## src/rtl/uart_rx_fsm_if.sv

```systemverilog
// Control bundle between the UART RX frame FSM and its sampler/checker/deserializer datapath.
// err_pulse exists only when RX_ERR_FLAGS_EN is defined.
interface uart_rx_fsm_if;
    logic [5:0] edge_cnt;
    logic [3:0] bit_cnt;
    logic       dat_samp_en;
    logic       strt_chk_en;
    logic       par_chk_en;
    logic       stp_chk_en;
    logic       deser_en;
    logic       data_valid;
    logic       par_err;
    logic       strt_glitch;
    logic       stp_err;
`ifdef RX_ERR_FLAGS_EN
    logic [1:0] err_pulse;

    modport master (
        output edge_cnt, bit_cnt, dat_samp_en, strt_chk_en, par_chk_en, stp_chk_en,
               deser_en, data_valid, err_pulse,
        input  par_err, strt_glitch, stp_err
    );
    modport slave (
        input  edge_cnt, bit_cnt, dat_samp_en, strt_chk_en, par_chk_en, stp_chk_en,
               deser_en, data_valid, err_pulse,
        output par_err, strt_glitch, stp_err
    );
`else
    modport master (
        output edge_cnt, bit_cnt, dat_samp_en, strt_chk_en, par_chk_en, stp_chk_en,
               deser_en, data_valid,
        input  par_err, strt_glitch, stp_err
    );
    modport slave (
        input  edge_cnt, bit_cnt, dat_samp_en, strt_chk_en, par_chk_en, stp_chk_en,
               deser_en, data_valid,
        output par_err, strt_glitch, stp_err
    );
`endif
endinterface

```

## src/rtl/uart_rx_fsm.sv

```systemverilog
// UART receiver frame controller: start detect, edge/bit counters, datapath enables, data_valid.
// Define RX_ERR_FLAGS_EN to add the registered {stop, parity} err_pulse output.
module uart_rx_fsm #(
    parameter int DATA_WIDTH = 8
) (
    input  logic          CLK,
    input  logic          RST,
    input  logic          RX_IN,
    input  logic [5:0]    PRESCALE,
    input  logic          PAR_EN,
    uart_rx_fsm_if.master bus
);
    typedef enum logic [2:0] {IDLE, START, DATA, PARITY, STOP, CHECK} state_t;

    localparam logic [3:0] LAST_DATA = 4'(DATA_WIDTH);

    state_t     state;
    logic [5:0] presc_q;
    logic       par_en_q;
    logic       bit_end;
    logic       data_first;

    // Frame configuration is frozen while a frame is in flight.
    assign bit_end    = (bus.edge_cnt == 6'(presc_q - 6'd1));
    assign data_first = (state == DATA) && (bus.bit_cnt == 4'd1) && (bus.edge_cnt == 6'd0);

    assign bus.dat_samp_en = (state == START) || (state == DATA) ||
                             (state == PARITY) || (state == STOP);
    assign bus.strt_chk_en = (state == START);
    assign bus.deser_en    = (state == DATA);
    assign bus.par_chk_en  = (state == PARITY);
    assign bus.stp_chk_en  = (state == STOP);

    always_ff @(posedge CLK or posedge RST) begin
        if (RST) begin
            state          <= IDLE;
            bus.edge_cnt   <= '0;
            bus.bit_cnt    <= '0;
            presc_q        <= 6'd8;
            par_en_q       <= 1'b0;
            bus.data_valid <= 1'b0;
`ifdef RX_ERR_FLAGS_EN
            bus.err_pulse  <= 2'b00;
`endif
        end else begin
            bus.data_valid <= 1'b0;
`ifdef RX_ERR_FLAGS_EN
            bus.err_pulse  <= 2'b00;
`endif
            case (state)
                IDLE: begin
                    presc_q      <= PRESCALE;
                    par_en_q     <= PAR_EN;
                    bus.edge_cnt <= '0;
                    bus.bit_cnt  <= '0;
                    if (!RX_IN) state <= START;
                end
                CHECK: begin
                    bus.data_valid <= !bus.stp_err && !(par_en_q && bus.par_err);
`ifdef RX_ERR_FLAGS_EN
                    bus.err_pulse  <= {bus.stp_err, bus.par_err & par_en_q};
`endif
                    bus.edge_cnt   <= '0;
                    bus.bit_cnt    <= '0;
                    state          <= RX_IN ? IDLE : START;
                end
                default: begin
                    // A false start is only known once the start checker has latched.
                    if (data_first && bus.strt_glitch) begin
                        state        <= IDLE;
                        bus.edge_cnt <= '0;
                        bus.bit_cnt  <= '0;
                    end else begin
                        bus.edge_cnt <= bit_end ? 6'd0 : 6'(bus.edge_cnt + 6'd1);
                        if (bit_end) begin
                            bus.bit_cnt <= 4'(bus.bit_cnt + 4'd1);
                            case (state)
                                START:   state <= DATA;
                                DATA:    if (bus.bit_cnt == LAST_DATA)
                                             state <= par_en_q ? PARITY : STOP;
                                PARITY:  state <= STOP;
                                STOP:    state <= CHECK;
                                default: state <= IDLE;
                            endcase
                        end
                    end
                end
            endcase
        end
    end
endmodule
```

## src/flat_wrapper.sv

```systemverilog
// flat-port wrapper written by rule: the top's interface ports become plain ports
module uart_rx_fsm_flat 
#(
    parameter int DATA_WIDTH = 8
)
  (CLK, RST, RX_IN, PRESCALE, PAR_EN, bus_edge_cnt, bus_bit_cnt, bus_dat_samp_en, bus_strt_chk_en, bus_par_chk_en, bus_stp_chk_en, bus_deser_en, bus_data_valid, bus_par_err, bus_strt_glitch, bus_stp_err);
  uart_rx_fsm_if bus_i ();
  input  logic CLK;
  input  logic RST;
  input  logic RX_IN;
  input  logic [5:0] PRESCALE;
  input  logic PAR_EN;
  output wire logic [$bits(bus_i.edge_cnt)-1:0] bus_edge_cnt;
  output wire logic [$bits(bus_i.bit_cnt)-1:0] bus_bit_cnt;
  output wire logic [$bits(bus_i.dat_samp_en)-1:0] bus_dat_samp_en;
  output wire logic [$bits(bus_i.strt_chk_en)-1:0] bus_strt_chk_en;
  output wire logic [$bits(bus_i.par_chk_en)-1:0] bus_par_chk_en;
  output wire logic [$bits(bus_i.stp_chk_en)-1:0] bus_stp_chk_en;
  output wire logic [$bits(bus_i.deser_en)-1:0] bus_deser_en;
  output wire logic [$bits(bus_i.data_valid)-1:0] bus_data_valid;
  input wire logic [$bits(bus_i.par_err)-1:0] bus_par_err;
  input wire logic [$bits(bus_i.strt_glitch)-1:0] bus_strt_glitch;
  input wire logic [$bits(bus_i.stp_err)-1:0] bus_stp_err;
  assign bus_edge_cnt = bus_i.edge_cnt;
  assign bus_bit_cnt = bus_i.bit_cnt;
  assign bus_dat_samp_en = bus_i.dat_samp_en;
  assign bus_strt_chk_en = bus_i.strt_chk_en;
  assign bus_par_chk_en = bus_i.par_chk_en;
  assign bus_stp_chk_en = bus_i.stp_chk_en;
  assign bus_deser_en = bus_i.deser_en;
  assign bus_data_valid = bus_i.data_valid;
  assign bus_i.par_err = bus_par_err;
  assign bus_i.strt_glitch = bus_strt_glitch;
  assign bus_i.stp_err = bus_stp_err;
  uart_rx_fsm #(.DATA_WIDTH(DATA_WIDTH)) u_core (.CLK(CLK), .RST(RST), .RX_IN(RX_IN), .PRESCALE(PRESCALE), .PAR_EN(PAR_EN), .bus(bus_i));
endmodule
```

## config.mk

```make
export PLATFORM = sky130hd
export DESIGN_NAME = uart_rx_fsm_flat
export DESIGN_NICKNAME = d
export VERILOG_FILES = /design/src/rtl/uart_rx_fsm_if.sv /design/src/rtl/uart_rx_fsm.sv /design/src/flat_wrapper.sv
export SDC_FILE = /design/constraint.sdc
export NUM_CORES = 1
export LEC_CHECK = 0
export CAP_MARGIN = 5
export CORE_MARGIN = 3
export CORE_UTILIZATION = 53
export CTS_CLUSTER_SIZE = 12
export DETAILED_ROUTE_END_ITERATION = 10
export PLACE_DENSITY_LB_ADDON = 0.12
export SLEW_MARGIN = 20
export SYNTH_ARGS = -nofsm -noshare
export SYNTH_HDL_FRONTEND = slang
export SYNTH_SLANG_ARGS = --single-unit
```

## constraint.sdc

```tcl
create_clock -name CLK -period 3.4 [get_ports CLK]
set_input_delay 0.51 -clock CLK [delete_from_list [all_inputs] [get_ports CLK]]
set_output_delay 0.51 -clock CLK [all_outputs]
set_load 0.1 [all_outputs]
```

==> results of run 1 <==
-- synthesized netlist by cell type (2+ instances only) --
| cell type | n | share of area [%] |
|---|---|---|
| dfrtp_1 | 20 | 39 |
| nor2_1 | 17 | 4.9 |
| inv_1 | 10 | 2.9 |
| xor2_1 | 7 | 4.7 |
| ha_1 | 6 | 5.8 |
| nand2_1 | 6 | 1.7 |
| xnor2_1 | 6 | 4.1 |
| a21oi_1 | 5 | 1.9 |
| o21ai_0 | 5 | 1.9 |
| mux2_2 | 4 | 3.5 |
| nand3_1 | 4 | 1.5 |
| nand2b_1 | 3 | 1.5 |
| nor3_1 | 3 | 1.2 |
| buf_2 | 2 | 0.77 |
| clkbuf_1 | 2 | 0.58 |
| mux2_1 | 2 | 1.7 |
| nor2b_1 | 2 | 0.97 |
| o21a_1 | 2 | 1.2 |
| o21ai_2 | 2 | 1.4 |
-- layout make-up --
cell class / count / area (um2) / area share [%]
multi-input combinational: 96 / 701 / 43.9
tap: 28 / 35.0 / 2.19
inverter: 10 / 37.5 / 2.35
sequential: 21 / 527 / 33.0
timing repair buffer: 29 / 270 / 16.9
clock buffer: 3 / 22.5 / 1.41
clock inverter: 1 / 5.00 / 0.313
-- kinds of logic after synthesis --
group,synth area share [%]
AO/OA/AOI/OAI,12.5
adder cells (fa/ha/maj),5.80
buffers and inverters,5.13
AND/OR/NAND/NOR,19.9
multiplexers,7.16
flip-flops,40.7
XOR/XNOR,8.80
-- through the flow --
step           util [%]  hold WS, ps
2_1_floorplan         -          486
3_3_place_gp       69.6          511
3_5_place_dp       69.6          558
4_1_cts            70.9          585
5_1_grt            70.9          596
6_report           70.9          574
-- final timing paths --
check                                  startpoint                 to  cells past startpoint
hold reg to reg                 u_core.presc_q[5]  u_core.presc_q[5]                      1
setup / recovery           u_core.bus.edge_cnt[0]    bus_edge_cnt[0]                      1
max in group asynchronous                     RST    u_core.state[0]                      2
setup reg to reg           u_core.bus.edge_cnt[0]    u_core.state[2]                      8
min in group asynchronous                     RST  u_core.presc_q[0]                      2
hold / removal                  u_core.presc_q[5]  u_core.presc_q[5]                      1
-- layer usage --
| layer | part of all wire [%] | vias up |
|---|---|---|
| met5 | 0 | - |
| met4 | 0.67 | 0 |
| met3 | 4.8 | 2 |
| met2 | 49 | 22 |
| met1 | 45 | 472 |
| li1 | - | 505 |
-- cell usage in the layout (no fill, tap or decap), types with 2 or more instances in the layout --
master	instances
o21ai_2	2
clkbuf_4	3
nor3_1	3
xnor2_1	6
clkdlybuf4s50_1	21
nor2_1	17
nor2b_1	2
a21oi_1	5
inv_1	10
dfrtp_1	20
o21a_1	2
nand3_1	4
mux2_2	4
buf_4	8
ha_1	6
nand2_1	6
xor2_1	7
nand2b_1	3
mux2_1	2
o21ai_0	5
-- registers in the layout (all words and copies together) (netlist names) --
name and count:
u_core.bus.bit_cnt 4, u_core.bus.edge_cnt 6, u_core.par_en_q 1, u_core.presc_q 6, u_core.bus.data_valid 1, u_core.state 3
-- power groups by stage --
| stage | registers (uW) | clock network (uW) | logic, uW |
|---|---|---|---|
| after global placement | 466 | 0 | 1050 |
| after detailed placement | 474 | 0 | 1080 |
| after CTS | 468 | 126 | 1080 |
| after global routing | 489 | 138 | 1150 |
| after floorplan | 585 | 0 | 763 |
| final | 469 | 122 | 1070 |
==> key figures, run 1 <==
Power and ir drop
  – Leakage: 0.000722 uW
  – Switching power total: 906 uW
  – Pwr/cell area: 1040 nW/um2
  – Pwr Total: 1660 uW
  – Clock power frac: 7.4%
  – Comb pwr share: 64.4%
  – Max rail drop VDD: about 0.00091 V
  – Seq pwr share: between 20% and 30%
  – Int Pwr: 756 uW
  – Switching portion of total power: ~55%

Floorplanning
  – Full die area: 3070 um2
  – Die Ht: between 50 and 60 um
  – Rows: 17
  – # IOs: 29
  – Die Span X: 55.4 um
  – Starting Density: 57.4%
  – Core ar.: 2250 um2

Worst setup path
  – Startpoint types: register
  – Crit-path cells: clkdlybuf4s50_1
  – CP Max Fanout: 6
  – Crit end category: output pin
  – CP max stage delay: 1180 ps
  – Reg2reg setup slack: 1140 ps
  – Critical Path Slowest Stage Cell: clkdlybuf4s50_1
  – Setup CP Type: register to output pin
  – Worst Path Buf+Inv: 1
  – Critical Path AT: 1970 ps
  – Critical Path RT: around 2900 ps
  – Critical path's top delay family: buffers and inverters

Global routing
  – Met1 Use GR: 22.8%
  – Grt met3 use: ~2.6%
  – GR Util met2: 30.1%
  – Largest net degree at the start of global routing: 22
  – GRT Overall Usage: 17.7%
  – Most Crowded Layer GR: met2
  – Global-route wire length before repair: 4440 um
  – Overflow after GRT: 0
  – Initial antenna violation count: 0
  – Vias in the first global route: 1006

Drt
  – Drt drc: 0
  – WL per Instance: 13.5 um
  – Final antenna-violating net count: 0
  – Vias: between 1000 and 1500
  – Final WL: ~2500 um
  – Drt initial violations: 19
  – Initial DRT Pass Iterations: 4
  – Vias per inst: approximately 5.3

STA
  – Setup Viol. Count Final: 0
  – Post-route setup TNS: 0 ps
  – RSZ-0062 raised after global routing: false
  – Worst setup margin: ~900 ps
  – Final Hold Viols: 0
  – Final period util: 72.8%
  – Slew at the pin closest to its max-slew limit: 967 ps
  – Final Max Tran Viols: 0
  – Peak Freq: ~0.40 GHz
  – Slew headroom: a little over a third
  – Min Tclk post-route: around 2500 ps
  – Clock Skew: roughly 5.7 ps

Outcome
  – Status: complete, no violations

Clock tree
  – CTS H-tree depth: 1
  – Root Driver: clkbuf_4
  – CTS max path bufs: 2
  – CTS tree: yes
  – Worst-Skew Late Latency: approximately 300 ps
  – CTS Hold Bufs: 0
  – Number of buffers created by CTS: 3
  – Number of buffers added for setup after CTS: 0
  – CTS resizes: 0
  – Clk slew on worst S/H paths: 120 ps
  – Sinks on Clock Net: 21

Placed design
  – Final Wtd Congestion: around 0.76
  – Dpl cell area: 1570 um2
  – IO buf count: 28
  – DP Cell Count: 184
  – Place WS: 882 ps
  – DPL Wire Length: 2000 um

Final layout
  – # fillers: 190
  – Non-Filler Cell Area, Final: between 1500 and 2000 um2
  – Layout area overhead: 23.5%
  – Share of layout cells above drive strength 1: 16.3%
  – Nets: 180
  – Non-Filler Instances: roughly 190
  – Diode count: 0

Yosys
  – Post-synthesis cell area: 1290 um2
  – Synthesized Nets: 151
  – Unique masters post-synth: 43
  – Yosys warns: 0
  – Syn Inst Count: 132
  – Post-synthesis sequential area ratio: 40.7%
  – EDFF count, synth: 0
  – Asr flop ratio synth: 100%
  – Post-Syn Area per Cell: 9.80 um2
  – Yosys reg bits: 21
  – Synth Flop Type: dfrtp_1

Min path
  – HP Class: register to register

Flow run
  – Max-cap violation count: 0
Power figures use the tool's default switching activity.
==> inputs of run 2 (changes only) <==
Settings changed: CORE_UTILIZATION 53 to 45.
Clock period 3.4 ns to 2.1 ns, I/O delays scaled along.
==> key figures, run 2 (synthesis gave the netlist of run 1 again) <==
Final layout
  – Nets: 190 (+5.6%)
  – Share of layout cells above drive strength 1: 34.7% (+18 points)
  – Top flop regs: u_core.bus.edge_cnt: 6 flops, u_core.presc_q: 6 flops, u_core.bus.bit_cnt: 4 flops
  – Diode count: 0 (unchanged)
  – Final Util: 67.5% (-3.3 points)
  – # fillers: 217 (+14%)
  – Layout area overhead: 36.4%
  – Commonest non-fill, non-tap cell in the layout: buf_4
  – Most frequent cells in the layout: 22 x buf_4, 16 x nor2_1, 14 x dfrtp_1

Outcome
  – Status: complete, no violations

Floorplanning
  – Rows: 18 (+1)
  – # IOs: 29 (unchanged)
  – Die Ht: 59.6 um (+7.6%)
  – Die Span X: 59.6 um (+7.6%)
  – Full die area: 3550 um2 (+16%)
  – Starting Density: 49.5% (-7.9 points)
  – Core ar.: 2610 um2 (+16%)

Worst setup path
  – Startpoint types: register
  – Critical Path AT: 2280 ps (+310 ps)
  – Setup CP Type: register to register
  – Critical Path RT: 2300 ps (-590 ps)
  – Crit end category: register
  – CP Max Fanout: 3 (-3)

STA
  – Slew at the pin closest to its max-slew limit: 420 ps (-547 ps)
  – Setup Viol. Count Final: 0 (unchanged)
  – Slew headroom: 72.0% (+37 points)
  – Min Tclk post-route: 2070 ps
  – Final Max Tran Viols: 0 (unchanged)
  – Final Hold Viols: 0 (unchanged)
  – RSZ-0062 raised after global routing: true
  – Final period util: 98.7%
  – Hold_ws: 321 ps (-254 ps)
  – Clock Skew: 9.09 ps (+3.34 ps)
  – Peak Freq: 0.483 GHz
  – Worst setup margin: 27.9 ps (-896 ps)

Placed design
  – Final Wtd Congestion: 0.815 (+7.0%)
  – IO buf count: 28 (unchanged)
  – Place WS: -81.6 ps (-964 ps)
  – DPL Wire Length: 2100 um (+5.0%)

Power and ir drop
  – Leakage: 0.000804 uW (+11%)
  – Max rail drop VDD: 0.00178 V (+96%)
  – Pwr/cell area: 1720 nW/um2 (+66%)

Clock tree
  – CTS max path bufs: 2 (unchanged)
  – Number of buffers created by CTS: 3 (unchanged)
  – Root Driver: clkbuf_4
  – CTS H-tree depth: 1 (unchanged)
  – Sinks on Clock Net: 21 (unchanged)
  – Worst-Skew Late Latency: 320 ps (+20 ps)
  – CTS Hold Bufs: 0 (unchanged)
  – CTS tree: yes
  – Number of buffers added for setup after CTS: 0 (unchanged)
  – Clk slew on worst S/H paths: 120 ps (about the same)

Drt
  – Final WL: 2740 um (+7.9%)
  – Vias per inst: 5.24 (-1.7%)
  – WL per Instance: 13.7 um (+1.4%)
  – Initial DRT Pass Iterations: 4 (unchanged)
  – Final antenna-violating net count: 0 (unchanged)
  – Drt drc: 0 (unchanged)
  – Vias: 1047 (+4.6%)
  – Drt initial violations: 40 (+21)

Global routing
  – Largest net degree at the start of global routing: 22 (unchanged)
  – Initial antenna violation count: 0 (unchanged)
  – Vias in the first global route: 1089 (+8.3%)
  – GRT Overall Usage: 18.4% (+0.65 points)
  – Global-route wire length before repair: 4910 um (+11%)
  – Overflow after GRT: 0 (unchanged)

Flow run
  – Max-cap violation count: 0 (unchanged)

Min path
  – HP Class: primary input to asynchronous set/reset pin
run 2: power by group:
group	switching, uW	internal (uW)	leakage, uW	total [uW]
combinational	1250	847	0.000526	2100
sequential	185	552	0.000261	738
clock	129	71.3	0.0000177	201
run 2: worst paths after layout:
check,end,cells after the start,slack [ps],from
worst max-delay path,u_core.state[2],8,30,u_core.presc_q[0]
worst min-delay path,u_core.bus.data_valid,3,320,RST
worst max register to register,u_core.state[2],8,30,u_core.presc_q[0]
worst min register to register,u_core.presc_q[5],1,550,u_core.presc_q[5]
max in group asynchronous,u_core.presc_q[3],3,1510,RST
min in group CLK,u_core.bus.data_valid,2,520,bus_stp_err
run 2: layout make-up:
type,count,area (um2),area share [%]
inverters,10,37.5,2.13
clock buffers,3,22.5,1.28
repair buffers,39,385,21.8
clock inverters,1,5.00,0.284
flip-flops and latches,21,534,30.3
multi-input cells,96,742,42.1
well taps,30,37.5,2.13
run 2: timing repair:
| action | 4_1_cts | 5_1_grt |
|---|---|---|
| setup endpoints to repair | 4 | 5 |
| gates resized for setup | 4 | 3 |
| pin swaps | 3 | 0 |
run 2: per-layer routing:
metal | GRT usage (%) | up-vias | wire (um)
met5 | 0 | - | 0
met4 | 6.65 | 0 | 40
met3 | 4.79 | 6 | 144
met2 | 29.8 | 24 | 1300
met1 | 23.5 | 492 | 1260
li1 | - | 525 | -
run 2: per-stage QoR:
step | cell area (um2) | std cells | total power [uW] | TNS (ps)
after floorplan | 1320 | 132 | 2210 | -3430
after global placement | 1710 | 196 | 2760 | -197
after detailed placement | 1710 | 196 | 2810 | -232
after CTS | 1750 | 200 | 3050 | 0
after global routing | 1760 | 200 | 3240 | -392
final | 1760 | 200 | 3040 | 0
run 2: worst max-delay path: stages, from the launching register on:
cell,delay (ps)
dfrtp_1,410
inv_2,80
ha_4,130
or3b_1,350
a211oi_2,220
o211a_4,220
a2bb2oi_2,140
o21ai_2,90
mux2_1,310
==> inputs of run 3 (changes only) <==
Settings changed: CORE_UTILIZATION 45 to 25.
==> key figures, run 3 (synthesis gave the netlist of run 1 again) <==
Power and ir drop
  – Leakage: 0.000841 uW (+4.6%)
  – Pwr Total: 3190 uW (+4.9%)
  – Pwr/cell area: 1700 nW/um2 (-1.4%)
  – Max rail drop VDD: 0.000838 V (-53%)

Worst setup path
  – Crit-path cells: inv_2 -> ha_4 -> or3b_1 -> a211oi_2 -> o211a_4 -> a2bb2oi_2 -> o21ai_2 -> mux2_4
  – R2R Path End: u_core.state[1]
  – Critical Path RT: 2240 ps (-60 ps)
  – Startpoint types: register
  – Path depth of the worst reg2reg path: 8 (unchanged)
  – Reg2reg setup slack: 10 ps (-20 ps)
  – Critical Path Slowest Stage Cell: dfrtp_1
  – Critical path's top delay family: compound AO/OA/AOI/OAI gates
  – Setup CP Type: register to register
  – Crit end category: register
  – CP max stage delay: 400 ps (about the same)
  – Reg2Reg Launch Point: u_core.presc_q[0]
  – Critical path depth in cells: 8 (unchanged)
  – Worst Path Buf+Inv: 1 (unchanged)
  – CP Max Fanout: 3 (unchanged)
  – Critical Path AT: 2230 ps (-50 ps)

Final layout
  – Non-Filler Cell Area, Final: 1880 um2 (+6.4%)
  – Most frequent cells in the layout: 27 x buf_4, 16 x nor2_1, 14 x dfrtp_1
  – Top flop regs: u_core.bus.edge_cnt: 6 flops, u_core.presc_q: 6 flops, u_core.bus.bit_cnt: 4 flops
  – Commonest non-fill, non-tap cell in the layout: buf_4
  – Final Util: 38.7% (-29 points)
  – Nets: 195 (+2.6%)
  – # fillers: 498 (+130%)
  – Share of layout cells above drive strength 1: 37.7% (+3.0 points)
  – Layout area overhead: 45.1%
  – Diode count: 0 (unchanged)

STA
  – Clock Skew: 2.60 ps (-6.49 ps)
  – Final Max Tran Viols: 0 (unchanged)
  – Peak Freq: 0.479 GHz (-0.77%)
  – Setup Viol. Count Final: 0 (unchanged)
  – Post-route setup TNS: 0 ps (unchanged)
  – Final Hold Viols: 0 (unchanged)
  – Min Tclk post-route: 2090 ps (+16.0 ps)
  – RSZ-0062 raised after global routing: true
  – Slew headroom: 76.9% (+4.9 points)
  – Final period util: 99.4% (+0.76 points)
  – Slew at the pin closest to its max-slew limit: 338 ps (-81.8 ps)

Placed design
  – Final Wtd Congestion: 0.812 (-0.45%)
  – Dpl cell area: 1780 um2 (+4.0%)
  – DPL Wire Length: 2450 um (+17%)
  – IO buf count: 28 (unchanged)

Drt
  – Initial DRT Pass Iterations: 2 (-2)
  – Vias: 1053 (+0.57%)
  – Final antenna-violating net count: 0 (unchanged)
  – Drt drc: 0 (unchanged)
  – WL per Instance: 12.8 um (-6.3%)
  – Vias per inst: 4.35 (-17%)
  – Final WL: 3110 um (+13%)
  – Drt initial violations: 37 (-7.5%)

Floorplanning
  – Die Ht: 77.9 um (+31%)
  – Die Span X: 77.9 um (+31%)
  – Rows: 25 (+7)
  – # IOs: 29 (unchanged)
  – Core ar.: 4850 um2 (+86%)
  – Starting Density: 26.7% (-23 points)
  – Full die area: 6070 um2 (+71%)

Clock tree
  – Number of buffers created by CTS: 3 (unchanged)
  – Worst-Skew Late Latency: 250 ps (-70 ps)
  – CTS H-tree depth: 1 (unchanged)
  – Root Driver: clkbuf_8
  – Sinks on Clock Net: 21 (unchanged)
  – CTS max path bufs: 2 (unchanged)
  – Clk slew on worst S/H paths: 70 ps (-50 ps)
  – CTS Hold Bufs: 0 (unchanged)
  – CTS tree: yes

Flow run
  – Max-cap violation count: 0 (unchanged)

Global routing
  – GRT Overall Usage: 11.1% (-7.3 points)
  – Initial antenna violation count: 0 (unchanged)
  – Overflow after GRT: 0 (unchanged)
  – Vias in the first global route: 1174 (+7.8%)
  – Largest net degree at the start of global routing: 22 (unchanged)
  – Global-route wire length before repair: 5430 um (+11%)

Min path
  – HP Class: primary input to asynchronous set/reset pin

Outcome
  – Status: complete, no violations
==> run 3: cell types whose count changed in the layout (fill, tap and decap cells not counted), moves of 2 or more <==
cell      before  now
buf_4         22   27
clkbuf_4       3    0
clkbuf_8       0    3
mux2_1         2    0
mux2_4         1    3
==> run 3: timing repair <==
action	4_1_cts	5_1_grt
pin swaps	3	3
endpoints found under the setup margin	4	10
gates resized for setup	2	9
setup buffers	1	1
endpoints found under the hold margin	0	0
==> run 3: cell type report <==
cell class / instances / area, um2 / area share [%]
Inverter: 10 / 37.5 / 2.00
Multi-Input combinational cell: 96 / 753 / 40.1
Clock buffer: 4 / 45.0 / 2.40
Tap cell: 67 / 83.8 / 4.47
Timing Repair Buffer: 44 / 423 / 22.5
Sequential cell: 21 / 534 / 28.5
==> run 3: metrics by stage <==
step	hold slack [ps]	instances	setup slack, ps
2_1_floorplan	290	132	-523
3_3_place_gp	518	236	-85.0
3_5_place_dp	529	236	-113
4_1_cts	394	241	3.79
5_1_grt	421	242	-83.3
6_report	388	242	11.9
==> run 3: how the worst max path moves through the flow <==
stage,from,end,slack [ps]
3_5_place_dp,bus_strt_glitch,u_core.state[1],-110
3_3_place_gp,bus_strt_glitch,u_core.state[2],-90
5_1_grt,u_core.presc_q[0],u_core.state[1],-80
4_1_cts,u_core.presc_q[1],u_core.state[2],4
2_1_floorplan,u_core.state[2],u_core.state[1],-520
6_report,u_core.presc_q[0],u_core.state[1],10
==> run 3: worst min-delay path, delay by kind of cell <==
family,cells,cell delay [ps]
buf+inv,3,710
==> run 3: where the power goes <==
part           switching [uW]  total [uW]  internal (uW)  leakage [uW]
clock                     124         258            135     0.0000228
combinational            1320        2220            907      0.000557
sequential                150         703            554      0.000261
total                    1590        3190           1590      0.000841
==> run 3: layer usage <==
metal	GRT usage, %	wire length [um]	vias up
li1	-	-	532
met1	14.1	1390	500
met2	18.5	1560	19
met3	2.78	142	2
met4	3.15	15	0
met5	0	0	-
